`config.mk`:
```
export PLATFORM = sky130hd
export DESIGN_NAME = bcd_to_bin
export DESIGN_NICKNAME = d
export VERILOG_FILES = /design/src/rtl/bcd_to_bin.sv
export SDC_FILE = /design/constraint.sdc
export NUM_CORES = 1
export LEC_CHECK = 0
export ABC_AREA = 1
export CORE_MARGIN = 2
export CORE_UTILIZATION = 42
export CTS_CLUSTER_DIAMETER = 120
export DETAILED_ROUTE_END_ITERATION = 8
export SLEW_MARGIN = 30
export SYNTH_ARGS = -nofsm -noshare
export SYNTH_HDL_FRONTEND = slang
export SYNTH_SLANG_ARGS = --single-unit
```
`constraint.sdc`:
```
create_clock -name clk -period 3.3 [get_ports clk]
set_clock_uncertainty 0.15 [all_clocks]
set_input_delay 0.99 -clock clk [delete_from_list [all_inputs] [get_ports clk]]
set_output_delay 0.99 -clock clk [all_outputs]
set_load 0.03 [all_outputs]
```
`src/rtl/bcd_to_bin.sv`:
```
// Multicycle packed-BCD to binary converter (reverse double-dabble).
// One result bit is shifted into the binary field per cycle; done pulses once per conversion.
module bcd_to_bin #(
    parameter int DIGITS = 3,
    parameter int BIN_W  = 10
) (
    input  logic                  clk,
    input  logic                  rst,
    input  logic                  start,
    input  logic [4*DIGITS-1:0]   bcd_in,
    output logic                  busy,
    output logic                  done,
    output logic [BIN_W-1:0]      bin_out,
    output logic                  err
);

    localparam int BCD_W  = 4 * DIGITS;
    localparam int WORK_W = BCD_W + BIN_W;
    localparam int CNT_W  = $clog2(BIN_W + 1);
    localparam logic [CNT_W-1:0] LAST_CNT = CNT_W'(BIN_W - 1);

    typedef enum logic [0:0] {
        IDLE  = 1'b0,
        SHIFT = 1'b1
    } state_t;

    // True when any packed digit lies outside 0..9.
    function automatic logic has_bad_digit(input logic [BCD_W-1:0] v);
        logic bad;
        bad = 1'b0;
        for (int i = 0; i < DIGITS; i++) begin
            if (v[4*i +: 4] > 4'd9) begin
                bad = 1'b1;
            end else begin
                bad = bad;
            end
        end
        return bad;
    endfunction

    // One iteration: shift {bcd, bin} right, then pull every digit >= 8 back by 3.
    function automatic logic [WORK_W-1:0] dabble_step(input logic [WORK_W-1:0] w);
        logic [WORK_W-1:0] s;
        s = {1'b0, w[WORK_W-1:1]};
        for (int i = 0; i < DIGITS; i++) begin
            if (s[BIN_W + 4*i +: 4] >= 4'd8) begin
                s[BIN_W + 4*i +: 4] = s[BIN_W + 4*i +: 4] - 4'd3;
            end else begin
                s[BIN_W + 4*i +: 4] = s[BIN_W + 4*i +: 4];
            end
        end
        return s;
    endfunction

    state_t              state_r;
    state_t              state_nxt_s;
    logic [CNT_W-1:0]    cnt_r;
    logic [WORK_W-1:0]   work_r;
    logic [WORK_W-1:0]   step_s;
    logic                bad_r;
    logic                last_iter_s;
    logic                busy_nxt_s;
    logic                done_nxt_s;
    logic                busy_r;
    logic                done_r;
    logic [BIN_W-1:0]    bin_r;
    logic                err_r;

    assign step_s      = dabble_step(work_r);
    assign last_iter_s = (state_r == SHIFT) && (cnt_r == LAST_CNT);

    // State register.
    always_ff @(posedge clk) begin
        if (rst) begin
            state_r <= IDLE;
        end else begin
            state_r <= state_nxt_s;
        end
    end

    // Next-state logic; start is only looked at while idle.
    always_comb begin
        state_nxt_s = state_r;
        case (state_r)
            IDLE: begin
                if (start) begin
                    state_nxt_s = SHIFT;
                end else begin
                    state_nxt_s = IDLE;
                end
            end
            SHIFT: begin
                if (cnt_r == LAST_CNT) begin
                    state_nxt_s = IDLE;
                end else begin
                    state_nxt_s = SHIFT;
                end
            end
            default: state_nxt_s = IDLE;
        endcase
    end

    // Output decode, registered below so busy/done come straight from flops.
    always_comb begin
        busy_nxt_s = 1'b0;
        done_nxt_s = 1'b0;
        case (state_nxt_s)
            SHIFT:   busy_nxt_s = 1'b1;
            IDLE:    busy_nxt_s = 1'b0;
            default: busy_nxt_s = 1'b0;
        endcase
        if (last_iter_s) begin
            done_nxt_s = 1'b1;
        end else begin
            done_nxt_s = 1'b0;
        end
    end

    // Status output flops.
    always_ff @(posedge clk) begin
        if (rst) begin
            busy_r <= 1'b0;
            done_r <= 1'b0;
        end else begin
            busy_r <= busy_nxt_s;
            done_r <= done_nxt_s;
        end
    end

    // Datapath: load on accept, iterate while shifting, publish result on the last iteration.
    always_ff @(posedge clk) begin
        if (rst) begin
            cnt_r  <= {CNT_W{1'b0}};
            work_r <= {WORK_W{1'b0}};
            bad_r  <= 1'b0;
            bin_r  <= {BIN_W{1'b0}};
            err_r  <= 1'b0;
        end else begin
            case (state_r)
                IDLE: begin
                    if (start) begin
                        work_r <= {bcd_in, {BIN_W{1'b0}}};
                        cnt_r  <= {CNT_W{1'b0}};
                        bad_r  <= has_bad_digit(bcd_in);
                    end else begin
                        work_r <= work_r;
                        cnt_r  <= cnt_r;
                        bad_r  <= bad_r;
                    end
                end
                SHIFT: begin
                    work_r <= step_s;
                    cnt_r  <= cnt_r + CNT_W'(1);
                    if (cnt_r == LAST_CNT) begin
                        bin_r <= bad_r ? {BIN_W{1'b0}} : step_s[BIN_W-1:0];
                        err_r <= bad_r;
                    end else begin
                        bin_r <= bin_r;
                        err_r <= err_r;
                    end
                end
                default: begin
                    cnt_r  <= {CNT_W{1'b0}};
                    work_r <= {WORK_W{1'b0}};
                end
            endcase
        end
    end

    assign busy    = busy_r;
    assign done    = done_r;
    assign bin_out = bin_r;
    assign err     = err_r;

endmodule

```
==> run summary <==
Period utilization -> 0.740
Die height -> 70.7 um
Hold path cells -> 2
Syn Nets -> 294
Inserted Clock Buffers -> 5
CP peak stage delay -> 0.67 ns
Post-synth EDFFs -> 0
Reg-to-Reg Start -> state_r
Asr flop ratio synth -> 0
CP Capture Type -> output port
Req. time, crit path -> 2.16 ns
Root buffer selected by CTS -> clkbuf_8
Post-synthesis sequential area ratio -> 0.418
Drt first pass iters -> 4
Final Hold Vio Count -> 0
Largest net degree at the start of global routing -> 29
Power Dens Cells -> 470 mW/mm^2
Worst skew pair latency -> 0.28 ns
Area of the die -> 0.00500 sq mm
Ratio of cells with drive above 1 in the final layout -> 0.0570
Most Crowded Layer GR -> met2
Synth top area cells -> dfxtp_1 42%, nand2_1 20%, inv_1 6.2%
# diodes -> 0
IO buf count -> 27
Worst Setup Start Kind -> flop
Syn_area_per_cell -> 6.85 sq um
Vias in the first global route -> 1,490
Post-Synth Simple-Gate Area -> 0.357
Layout net count -> 318
Routing usage on met1 -> 0.215
Crit path DAT -> 1.30 ns
Top_reg_cell synth -> dfxtp_1
CTS tree -> yes
Finished Layout Cells -> 350
R2R depth -> 5
CTS max path bufs -> 2
Setup TNS -> 0 ns
Fillers -> 447
CP Class -> flop to output port
Antenna viol nets, final -> 0
Final WL -> 3750 um
Hold EP -> work_r[1]
Initial Util -> 0.432
Initial antenna violation count -> 0
Clk network pwr share -> 0.439
Gpl congestion -> 0.756
# hold bufs at CTS -> 0
Post-synthesis mux area share -> 0
DR vias/cell -> 4.73
P_int -> 0.000825 W
Post-CTS Setup Inserts -> 0
Reg2reg setup slack -> 1.68 ns
Most common cell in the netlist -> nand2_1
Global-route wire length before repair -> 6670 um
Io pins -> 28
Wire per inst -> 10.7 um
Slew HR -> 0.666
Combinational share of power -> 0.091
NetSw -> 0.000238 W
Fmax -> 0.410 GHz
Area growth from synthesis to layout -> 21.1%
Min cycle time layout -> 2.44 ns
Post-synth top area share -> 0.418
Slowest CP cell -> clkdlybuf4s50_1
Die width -> 70.7 um
Most frequent cells after synthesis -> 101 x nand2_1, 39 x dfxtp_1, 31 x inv_1, 28 x nor2_1, 23 x nand3_1
Switch share -> 0.224
Crit-path cells -> clkdlybuf4s50_1
CTS resizes -> 0
1st-iter DRT viols -> 120
Seq cells post-synth -> 39
MaxCap Viol Count -> 0
RR Endpoint -> bin_out[7]
Met3 usage -> 0.0484
Leakage -> 0.962 nW
Sequential share of power -> 0.469
Final setup fails -> 0
Largest family of logic cells by synthesized area -> simple AND/OR/NAND/NOR gates
Compound-gate portion of the synthesized area -> 0.0710
Area share of fa/ha/maj cells after synthesis -> 0.0402
GR Layer Usage met2 -> 0.270
Hold_sp -> work_r[1]
Tot Pwr -> 0.00106 W
Placed cells -> 342
Number of clock sinks -> 39
CTS clock-pin slew for the worst setup and hold paths -> 0.08 ns
Final hold slack -> 0.317 ns
Critical path fanouts, max -> 2
Gr usage total -> 0.166
Hold crit path type -> flop to flop
Remaining global-route overflow -> 0
Detailed-route via count -> 1,657
Peak supply drop -> 0.280 mV
DRC viols -> 0
CP delay by family, top -> buffers and inverters
Core Footprint -> 0.00432 sq mm
XOR/XNOR Fraction of Synth Area -> 0
Synthesized area -> 0.00187 sq mm
Final HPWL DP -> 2580 um
Max Slew Vio Count -> 0
RSZ-0062 raised after global routing -> false
Syn. warnings -> 0
Status -> completed
WP buf/inv -> 1
Depth of the CTS H-tree -> 2
Tightest Pin Transition -> 0.500 ns
Post-Synthesis Cells -> 273
Cell variety after synth -> 19
Cell taking the most area after synthesis -> dfxtp_1
Row count -> 24
==> cell families (layout without fill, tap and decap cells) <==
| kind of cell | Yosys count | in the layout |
|---|---|---|
| and+or+nand+nor | 158 | 158 |
| buffers and inverters | 45 | 70 |
| DFF | 39 | 39 |
| AOI/OAI and AO/OA | 25 | 25 |
| adders and majority gates | 6 | 6 |
==> worst max path at each step <==
stage	to	slack (ns)	from	cells after the start
finish	bin_out[7]	0.86	bin_out[7]	1
global route	bin_out[7]	0.80	bin_out[7]	1
CTS	bin_out[7]	0.84	bin_out[7]	1
detailed placement	work_r[16]	0.75	start	6
global placement	work_r[16]	0.77	start	6
floorplan	err	1.58	rst	4
==> stage by stage <==
stage / area [sq um] / setup WS, ns / util
after CTS: 2260 / 0.842 / 0.523
after global routing: 2260 / 0.796 / 0.523
final: 2260 / 0.859 / 0.523
after global placement: 2130 / 0.772 / 0.493
after detailed placement: 2130 / 0.754 / 0.493
after floorplan: 1870 / 1.58 / -
==> power by group through the flow <==
stage	Sequential [W]	Clock, W	Combinational, W
floorplan	0.000505	0	0.0000700
global placement	0.000510	0	0.0000970
detailed placement	0.000509	0	0.0000982
CTS	0.000498	0.000479	0.0000989
global route	0.000501	0.000499	0.000113
finish	0.000499	0.000467	0.0000972
==> final cells by class <==
| cell class | count | area, sq um | area share |
|---|---|---|---|
| Timing Repair Buffer | 29 | 285 | 0.126 |
| Clock inverter | 2 | 60.1 | 0.0265 |
| Sequential cell | 39 | 781 | 0.345 |
| Clock buffer | 6 | 72.6 | 0.0321 |
| Multi-Input combinational cell | 189 | 876 | 0.387 |
| Tap cell | 52 | 65.1 | 0.0287 |
| Inverter | 33 | 124 | 0.0547 |
==> per-layer routing <==
layer / vias to the layer above / share of wire
li1: 886 / -
met1: 744 / 0.47
met2: 25 / 0.48
met3: 2 / 0.041
met4: 0 / 0.0083
met5: - / 0
==> cell usage in the layout (no fill, tap or decap), types with 2 or more instances in the layout <==
master | netlist | routed
a21oi_1 | 17 | 17
clkbuf_8 | 0 | 5
o21ai_0 | 6 | 6
bufinv_16 | 0 | 2
buf_4 | 2 | 2
dfxtp_1 | 39 | 39
nor2_1 | 28 | 28
inv_1 | 31 | 31
a21oi_2 | 2 | 2
nor2_4 | 3 | 3
nand2_1 | 101 | 101
clkdlybuf4s50_1 | 0 | 27
nand3_1 | 23 | 23
ha_1 | 6 | 6
==> sequential cells by signal, indices dropped and copies added, names as in the netlist <==
| register | count |
|---|---|
| done | 1 |
| state_r | 1 |
| cnt_r | 4 |
| work_r | 21 |
| bad_r | 1 |
| err | 1 |
| bin_out | 10 |
Note: power is estimated with default switching activity, not from simulation.
